### config.mk
export PLATFORM = sky130hd
export DESIGN_NAME = scam_evt_packer
export DESIGN_NICKNAME = d
export VERILOG_FILES = /design/src/rtl/scam_evt_packer.sv
export SDC_FILE = /design/constraint.sdc
export NUM_CORES = 2
export LEC_CHECK = 0
export CORE_ASPECT_RATIO = 0.9
export CORE_MARGIN = 5
export CORE_UTILIZATION = 50
export CTS_BUF_LIST = sky130_fd_sc_hd__clkbuf_16
export DETAILED_ROUTE_END_ITERATION = 16
export GPL_TIMING_DRIVEN = 0
export PLACE_DENSITY = 0.63
export REMOVE_ABC_BUFFERS = 1
export SETUP_SLACK_MARGIN = 0.15
export SLEW_MARGIN = 30
export SYNTH_ARGS = -nofsm -noshare
export SYNTH_HDL_FRONTEND = slang
export SYNTH_SLANG_ARGS = --single-unit
export TNS_END_PERCENT = 1
### constraint.sdc
create_clock -name CLK -period 6.6 [get_ports CLK]
set_input_delay 1.98 -clock CLK [delete_from_list [all_inputs] [get_ports CLK]]
set_output_delay 1.98 -clock CLK [all_outputs]
set_load 0.01 [all_outputs]
### src/rtl/scam_evt_packer.sv
// Event packer behind the SCA block controller: stores each event's data words, appends a
// count/overflow trailer and an XOR checksum trailer, and presents them on a FWFT read port.
module scam_evt_packer #(
    parameter int TMR = 0,
    parameter int AW  = 7
) (
    input  logic        CLK,
    input  logic        RST_B,
    input  logic        PUSH,
    input  logic [15:0] DIN,
    input  logic        LASTWORD,
    input  logic        RD_EN,
    output logic [15:0] DOUT,
    output logic        DOUT_VLD,
    output logic        DOUT_LAST,
    output logic        EVT_AVAIL,
    output logic [3:0]  NEVT,
    output logic        FULL,
    output logic        OVFL,
    output logic        PROTERR,
    output logic [7:0]  DROPCNT
);
    localparam int          DEPTH   = 1 << AW;
    localparam logic [AW:0] C_DEPTH = (AW+1)'(DEPTH);
    localparam logic [AW:0] C_LIM   = (AW+1)'(DEPTH - 3);
    localparam logic [AW:0] C_ONE   = (AW+1)'(1);

    typedef enum logic [2:0] {
        S_IDLE = 3'd0,
        S_DATA = 3'd1,
        S_TRL1 = 3'd2,
        S_TRL2 = 3'd3,
        S_SKIP = 3'd4
    } state_t;

    function automatic logic [2:0] maj3_s(input logic [2:0] a, input logic [2:0] b, input logic [2:0] c);
        return (a & b) | (a & c) | (b & c);
    endfunction

    function automatic logic [AW:0] maj3_w(input logic [AW:0] a, input logic [AW:0] b, input logic [AW:0] c);
        return (a & b) | (a & c) | (b & c);
    endfunction

    state_t      w_state;
    state_t      w_state_nxt;
    logic [AW:0] w_evt_cnt;
    logic [AW:0] w_evt_cnt_nxt;

    logic [16:0] r_mem [DEPTH];
    logic [AW:0] r_wr_ptr;
    logic [AW:0] r_rd_ptr;
    logic [AW:0] r_used;
    logic [11:0] r_cnt;
    logic [15:0] r_csum;
    logic        r_evt_ovf;
    logic [15:0] r_dout;
    logic        r_dout_vld;
    logic        r_dout_last;
    logic [3:0]  r_nevt;
    logic        r_evt_avail;
    logic        r_full;
    logic        r_ovfl;
    logic        r_proterr;
    logic [7:0]  r_dropcnt;

    logic [11:0] w_cnt_nxt;
    logic [15:0] w_csum_nxt;
    logic        w_evt_ovf_nxt;
    logic        w_wr_en;
    logic [16:0] w_wr_data;
    logic        w_set_ovfl;
    logic        w_set_proterr;
    logic        w_drop;
    logic        w_evt_done;
    logic        w_space;
    logic        w_pop;
    logic        w_pop_tag;
    logic [AW:0] w_rd_ptr_nxt;
    logic [AW:0] w_avail_nxt;
    logic [AW:0] w_used_nxt;

    generate
        if (TMR != 0) begin : g_tmr
            logic [2:0]  r_state_q [3];
            logic [AW:0] r_evt_q   [3];
            // Three copies of FSM state and event count, voted on every read
            always_ff @(posedge CLK or negedge RST_B) begin
                if (!RST_B) begin
                    for (int k = 0; k < 3; k++) begin
                        r_state_q[k] <= S_IDLE;
                        r_evt_q[k]   <= '0;
                    end
                end else begin
                    for (int k = 0; k < 3; k++) begin
                        r_state_q[k] <= w_state_nxt;
                        r_evt_q[k]   <= w_evt_cnt_nxt;
                    end
                end
            end
            assign w_state   = state_t'(maj3_s(r_state_q[0], r_state_q[1], r_state_q[2]));
            assign w_evt_cnt = maj3_w(r_evt_q[0], r_evt_q[1], r_evt_q[2]);
        end else begin : g_single
            state_t      r_state;
            logic [AW:0] r_evt;
            // Single-copy FSM state and event count
            always_ff @(posedge CLK or negedge RST_B) begin
                if (!RST_B) begin
                    r_state <= S_IDLE;
                    r_evt   <= '0;
                end else begin
                    r_state <= w_state_nxt;
                    r_evt   <= w_evt_cnt_nxt;
                end
            end
            assign w_state   = r_state;
            assign w_evt_cnt = r_evt;
        end
    endgenerate

    // Registered occupancy only: a same-cycle pop never buys room for a write
    assign w_space      = (r_used <= C_LIM);
    assign w_pop        = RD_EN & r_dout_vld;
    assign w_pop_tag    = w_pop & r_dout_last;
    assign w_rd_ptr_nxt = w_pop ? (r_rd_ptr + C_ONE) : r_rd_ptr;
    assign w_avail_nxt  = r_wr_ptr - w_rd_ptr_nxt;
    assign w_used_nxt   = r_used + (w_wr_en ? C_ONE : '0) - (w_pop ? C_ONE : '0);

    // Write FSM: next state, FIFO write request and per-event accumulators
    always_comb begin
        w_state_nxt   = w_state;
        w_cnt_nxt     = r_cnt;
        w_csum_nxt    = r_csum;
        w_evt_ovf_nxt = r_evt_ovf;
        w_wr_en       = 1'b0;
        w_wr_data     = 17'h0_0000;
        w_set_ovfl    = 1'b0;
        w_set_proterr = 1'b0;
        w_drop        = 1'b0;
        w_evt_done    = 1'b0;
        case (w_state)
            S_IDLE: begin
                if (PUSH && w_space) begin
                    w_wr_en       = 1'b1;
                    w_wr_data     = {1'b0, DIN};
                    w_cnt_nxt     = 12'd1;
                    w_csum_nxt    = DIN;
                    w_evt_ovf_nxt = 1'b0;
                    w_state_nxt   = LASTWORD ? S_TRL1 : S_DATA;
                end else if (PUSH) begin
                    w_drop      = 1'b1;
                    w_state_nxt = LASTWORD ? S_IDLE : S_SKIP;
                end else begin
                    w_state_nxt = S_IDLE;
                end
            end
            S_DATA: begin
                if (PUSH) begin
                    w_cnt_nxt  = (r_cnt == 12'hFFF) ? r_cnt : (r_cnt + 12'd1);
                    w_csum_nxt = r_csum ^ DIN;
                    if (w_space) begin
                        w_wr_en   = 1'b1;
                        w_wr_data = {1'b0, DIN};
                    end else begin
                        w_evt_ovf_nxt = 1'b1;
                        w_set_ovfl    = 1'b1;
                    end
                    w_state_nxt = LASTWORD ? S_TRL1 : S_DATA;
                end else begin
                    w_state_nxt = S_DATA;
                end
            end
            S_TRL1: begin
                w_wr_en       = 1'b1;
                w_wr_data     = {1'b0, 3'b111, r_evt_ovf, r_cnt};
                w_set_proterr = PUSH;
                w_state_nxt   = S_TRL2;
            end
            S_TRL2: begin
                w_wr_en       = 1'b1;
                w_wr_data     = {1'b1, r_csum};
                w_set_proterr = PUSH;
                w_evt_done    = 1'b1;
                w_state_nxt   = S_IDLE;
            end
            S_SKIP: begin
                if (PUSH && LASTWORD) begin
                    w_state_nxt = S_IDLE;
                end else begin
                    w_state_nxt = S_SKIP;
                end
            end
            default: begin
                w_state_nxt = S_IDLE;
            end
        endcase
    end

    // Complete-event count: trailer write and tag pop in one cycle cancel out
    always_comb begin
        w_evt_cnt_nxt = w_evt_cnt;
        if (w_evt_done && !w_pop_tag) begin
            w_evt_cnt_nxt = w_evt_cnt + C_ONE;
        end else if (!w_evt_done && w_pop_tag) begin
            w_evt_cnt_nxt = w_evt_cnt - C_ONE;
        end else begin
            w_evt_cnt_nxt = w_evt_cnt;
        end
    end

    // Storage array, left unreset so it can map onto RAM
    always_ff @(posedge CLK) begin
        if (w_wr_en) begin
            r_mem[r_wr_ptr[AW-1:0]] <= w_wr_data;
        end
    end

    // Pointers, accumulators, sticky status and the registered FWFT read port
    always_ff @(posedge CLK or negedge RST_B) begin
        if (!RST_B) begin
            r_wr_ptr    <= '0;
            r_rd_ptr    <= '0;
            r_used      <= '0;
            r_cnt       <= 12'h000;
            r_csum      <= 16'h0000;
            r_evt_ovf   <= 1'b0;
            r_dout      <= 16'h0000;
            r_dout_vld  <= 1'b0;
            r_dout_last <= 1'b0;
            r_nevt      <= 4'h0;
            r_evt_avail <= 1'b0;
            r_full      <= 1'b0;
            r_ovfl      <= 1'b0;
            r_proterr   <= 1'b0;
            r_dropcnt   <= 8'h00;
        end else begin
            r_wr_ptr  <= w_wr_en ? (r_wr_ptr + C_ONE) : r_wr_ptr;
            r_rd_ptr  <= w_rd_ptr_nxt;
            r_used    <= w_used_nxt;
            r_cnt     <= w_cnt_nxt;
            r_csum    <= w_csum_nxt;
            r_evt_ovf <= w_evt_ovf_nxt;
            // Registered write pointer: a word only shows one cycle after its write
            if (w_avail_nxt != '0) begin
                r_dout      <= r_mem[w_rd_ptr_nxt[AW-1:0]][15:0];
                r_dout_last <= r_mem[w_rd_ptr_nxt[AW-1:0]][16];
                r_dout_vld  <= 1'b1;
            end else begin
                r_dout      <= 16'h0000;
                r_dout_last <= 1'b0;
                r_dout_vld  <= 1'b0;
            end
            r_nevt      <= (32'(w_evt_cnt_nxt) > 32'd15) ? 4'hF : 4'(w_evt_cnt_nxt);
            r_evt_avail <= (w_evt_cnt_nxt != '0);
            r_full      <= (w_used_nxt == C_DEPTH);
            r_ovfl      <= r_ovfl | w_set_ovfl;
            r_proterr   <= r_proterr | w_set_proterr;
            r_dropcnt   <= (w_drop && (r_dropcnt != 8'hFF)) ? (r_dropcnt + 8'd1) : r_dropcnt;
        end
    end

    assign DOUT      = r_dout;
    assign DOUT_VLD  = r_dout_vld;
    assign DOUT_LAST = r_dout_last;
    assign EVT_AVAIL = r_evt_avail;
    assign NEVT      = r_nevt;
    assign FULL      = r_full;
    assign OVFL      = r_ovfl;
    assign PROTERR   = r_proterr;
    assign DROPCNT   = r_dropcnt;

endmodule

==> out/metrics.sh <==
DIE_WIDTH_UM=459
FINALCOREUTILIZATION_PCT=59.2
DRT_DRC_VIOLATIONS_LEFT=0
PLACE.DETAILED.HPWL_MM=167
ROWS=148
GRT_FIRST_PASS_WIRELENGTH_MM=382
MOST_FREQUENTLY_USED_CELL_TYPE_IN_THE_POST_SYNTHESIS_NETLIST='sky130_fd_sc_hd__edfxtp_1'
POWER.NET_SWITCHING_mW=16.2
GLOBAL_PLACER_S_FINAL_WEIGHTED_CONGESTION=0.811
FIN_NETS=6082
CRITICAL_PATH.MAX_STAGE_DELAY_NS=0.73
CTSHOLDBUFFERS=0
WORST-SETUP-PATH-TYPE='input pin to flop'
WORST_IR_DROP_VDD_V=0.000268
MAXCLOCKFREQUENCY_MHz=152
MAXSLEWHEADROOM_PCT=29.0
NETSWITCHINGFRACTION_PCT=35.7
TIGHTEST_SLEW_NS=1.06
SEQ_AREA_FRAC_SYNTH_PCT=74.8
SYNTH-SEQ-CELLS=2274
SYNTH_TOP_FLOP_CELL='sky130_fd_sc_hd__edfxtp_1'
ROUTE.VIAS.TOTAL=55100
SYNTH_ADDER_AREA_SHARE_PCT=0.353
SYNTH_COMMONEST_CELLS='sky130_fd_sc_hd__edfxtp_1 (2176), sky130_fd_sc_hd__nand2_1 (1121), sky130_fd_sc_hd__mux2i_1 (359)'
VIA_COUNT_OF_THE_FIRST_GLOBAL_ROUTING_PASS=52600
WL_MM=266
CPLARGESTDELAYFAMILY='buffers and inverters'
TIMING_HOLD_VIOLATIONS_FINAL=0
DR_WL_CELL_UM=30.9
MIN_PATH_TYPE='flop to flop'
SYNTHMUXAREASHARE_PCT=6.88
AREA_GROWTH_PCT=17.9
POWER.SHARE.SEQUENTIAL_PCT=39.9
DETAIL-ROUTE-ANTENNA-NETS=0
DP_CELLS=8204
CLOCK_INSERTION_DELAY_WORST_SKEW_NS=0.89
FINALMAXSLEWVIOLATIONS=0
FIN_WS_NS=0.0188
FILLCELLCOUNT=13200
CTS_BUFFERS=219
DP_SLACK_NS=-2.74
GRT_REMAINING_OVERFLOW=0
PERIOD_SHARE_PCT=99.7
POWER_PER_CELL_AREA_nW_PER_UM2=425
ROUTED_VIA_DENSITY=6.39
HOLD-WORST-SLACK_NS=0.462
SYN-INSTANCE-COUNT=5852
WORST-PATH-MAX-FANOUT=49
CRITICAL_PATH_SOURCE_TYPE='input pin'
CTS_BUFFER_DEPTH=3
IO-PIN-COUNT=55
GRT_SETUP_UNREPAIRED='true'
POWER.SHARE.CLOCK_PCT=26.1
YS_TYPES=86
POWER.TOTAL_mW=45.4
POWER_FRAC_COMB_PCT=34.0
FINALCRITICALPERIOD_NS=6.58
NETLIST.TOP_CELL.BY_AREA='sky130_fd_sc_hd__edfxtp_1'
DRT_FIRST_PASS_ITERS=6
CTS_TREE='built'
CRITICAL_PATH.N_BUFFERS_INVERTERS=10
CLKTRANSATPATHREGS_NS=0.06
SYNTH-SIMPLE-AREA-SHARE_PCT=8.85
FLOORPLAN.DIE_AREA_UM2=190000
SETUP-VIOLATIONS-FINAL=0
HTREE_LEVELS=4
CTS.ROOT.BUFFER_CELL='sky130_fd_sc_hd__clkbuf_16'
POST_ROUTE_INSTS_NO_FILL=8621
RUN_STATUS='finished clean'
CTS_SINKS=2274
SYNTH-ASYNC-RESET-RATIO_PCT=4.31
LEAK_nW=36.1
PORTBUFFERS=54
YOSYS.AREA_SHARE.XOR_XNOR_PCT=0.584
COMPOUND_CELL_AREA_SHARE_OF_THE_YOSYS_NETLIST_PCT=6.20
YOSYSTOPAREACELLSHARE_PCT=72.1
CRITPATHMOSTFREQUENTCELL='sky130_fd_sc_hd__buf_16'
GRT_ANTENNA_BEFORE_REPAIR=9
SYNTHESIS.YOSYS.WARNINGS=0
P_INT_mW=29.2
FRACTION_OF_FINAL_LAYOUT_CELLS_WITH_DRIVE_STRENGTH_GREATER_THAN_1_PCT=14.6
CP_SLOWEST_CELL='sky130_fd_sc_hd__a31oi_1'
LARGEST_NET_DEGREE_AT_THE_START_OF_GLOBAL_ROUTING=129
CRIT_ARRIVAL_NS=7.25
SYN_AREA_UM2=90600
CP.REQUIRED_NS=7.27
TRACK_USAGE_PCT=27.8
COMBINATIONAL_FAMILY_WITH_THE_MOST_AREA_AFTER_SYNTHESIS='simple AND/OR/NAND/NOR gates'
MAXCAPVIOLATIONS=0
FIN_WORST_SKEW_NS=0.0818
START_UTIL_PCT=50.2
SYN_AVG_CELL_AREA_UM2=15.5
DESIGN.CORE.AREA_UM2=181000
DIE_HEIGHT_UM=414
CRITICAL_PATH.CELL_CHAIN='clkdlybuf4s15_2 > and3_1 > xnor2_4 > buf_8 > buf_16 > buf_8 > buf_8 > inv_8 > buf_16 > nor2_4 > buf_16 > buf_16 > buf_16 > a32oi_1 > a31oi_1 > a32oi_1 > and3_1 > o2bb2ai_1'
DETAILEDROUTE.FIRSTITERATIONVIOLATIONS=7461
SYNTH-EDFF-COUNT=2176
SYNTH_TOP_CELLS_BY_AREA='sky130_fd_sc_hd__edfxtp_1 (72%), sky130_fd_sc_hd__nand2_1 (4.6%), sky130_fd_sc_hd__mux2i_1 (4.0%), sky130_fd_sc_hd__mux4_2 (2.9%), sky130_fd_sc_hd__dfrtp_1 (2.7%)'
CRIT_PATH_END_KIND='flop'
[registers in the layout, indices dropped and copies added (netlist names), 3 cells and up]
name and count:
NEVT 4, g_single.r_evt 8, r_cnt 12, r_used 8
r_mem 2176, r_csum 16, DOUT 16, r_wr_ptr 8
g_single.r_state 3, r_rd_ptr 8, DROPCNT 8
[logic make-up after synthesis]
logic type,after synthesis
AOI/OAI and AO/OA,756
xor gates and xnor gates,58
adders and majority gates,25
buffers and inverters,407
DFF,2274
muxes,478
and+or+nand+nor,1854
[stage by stage]
stage | TNS [ns] | area (um2)
after CTS | 0 | 107000
after global routing | -0.0420 | 107000
final | 0 | 107000
after detailed placement | -363.09 | 99700
after floorplan | -309.02 | 88700
after global placement | - | 92200
[cells in the final DEF, fill, tap and decap left out, types with 53 or more instances in the layout]
| cell | count |
|---|---|
| sky130_fd_sc_hd__mux2i_1 | 359 |
| sky130_fd_sc_hd__a32oi_1 | 165 |
| sky130_fd_sc_hd__nor2_4 | 138 |
| sky130_fd_sc_hd__buf_16 | 162 |
| sky130_fd_sc_hd__and3_1 | 129 |
| sky130_fd_sc_hd__dfrtp_1 | 97 |
| sky130_fd_sc_hd__a311oi_1 | 53 |
| sky130_fd_sc_hd__edfxtp_1 | 2176 |
| sky130_fd_sc_hd__a211oi_1 | 100 |
| sky130_fd_sc_hd__nand3_1 | 256 |
| sky130_fd_sc_hd__buf_8 | 64 |
| sky130_fd_sc_hd__nand4_1 | 64 |
| sky130_fd_sc_hd__nand2_1 | 1117 |
| sky130_fd_sc_hd__a31oi_1 | 128 |
| sky130_fd_sc_hd__clkbuf_16 | 222 |
| sky130_fd_sc_hd__inv_1 | 85 |
| sky130_fd_sc_hd__clkinv_1 | 64 |
| sky130_fd_sc_hd__mux4_2 | 116 |
| sky130_fd_sc_hd__a21oi_1 | 68 |
[layer usage]
metal | share of wire (%) | wire (um) | up-vias | GRT usage (%)
met4 | 4.2 | 11200 | 4 | 11.2
met5 | 0.010 | 27 | - | 0
met3 | 11 | 29800 | 537 | 6.46
met1 | 40 | 106000 | 28100 | 39.8
li1 | - | - | 23200 | -
met2 | 45 | 120000 | 3266 | 41.7
[power groups by stage]
| stage | logic [mW] | registers, mW | clock network, mW |
|---|---|---|---|
| after global routing | 16.0 | 18.2 | 12.6 |
| after floorplan | 6.89 | 18.7 | 0 |
| final | 15.5 | 18.1 | 11.9 |
| after global placement | 13.1 | 19.1 | 0 |
| after CTS | 15.1 | 18.1 | 12.0 |
| after detailed placement | 14.9 | 18.4 | 0 |
[path summary, 6_finish.rpt]
path	startpoint	endpoint	slack, ns	depth (start not counted)
max	RD_EN	DOUT[4]	0.02	18
min	OVFL	OVFL	0.46	1
max reg2reg	r_rd_ptr[0]	DOUT[4]	0.67	18
min reg2reg	OVFL	OVFL	0.46	1
max in group asynchronous	RST_B	DOUT[6]	4.91	2
min in group asynchronous	RST_B	DROPCNT[5]	1.02	1
[cell type report]
type	instances	area, um2	share of cell area (%)
Multi-Input combinational cell	3172	22300	20.9
Timing Repair Buffer	334	6860	6.42
Inverter	34	188	0.176
Timing Repair inverter	1	8.76	0.00819
Clock buffer	222	5560	5.20
Clock inverter	179	1180	1.10
Sequential cell	2274	67800	63.4
Antenna cell	5	12.5	0.0117
Tap cell	2400	3000	2.81
[repair_timing]
action | 4_1_cts | 5_1_grt
cloned | 9 | 0
endpoints found under the setup margin | 18 | 11
gates resized for setup | 21 | 11
setup buffers | 1 | 0
pin swaps | 1 | 3
(Power assumes the default switching activity.)
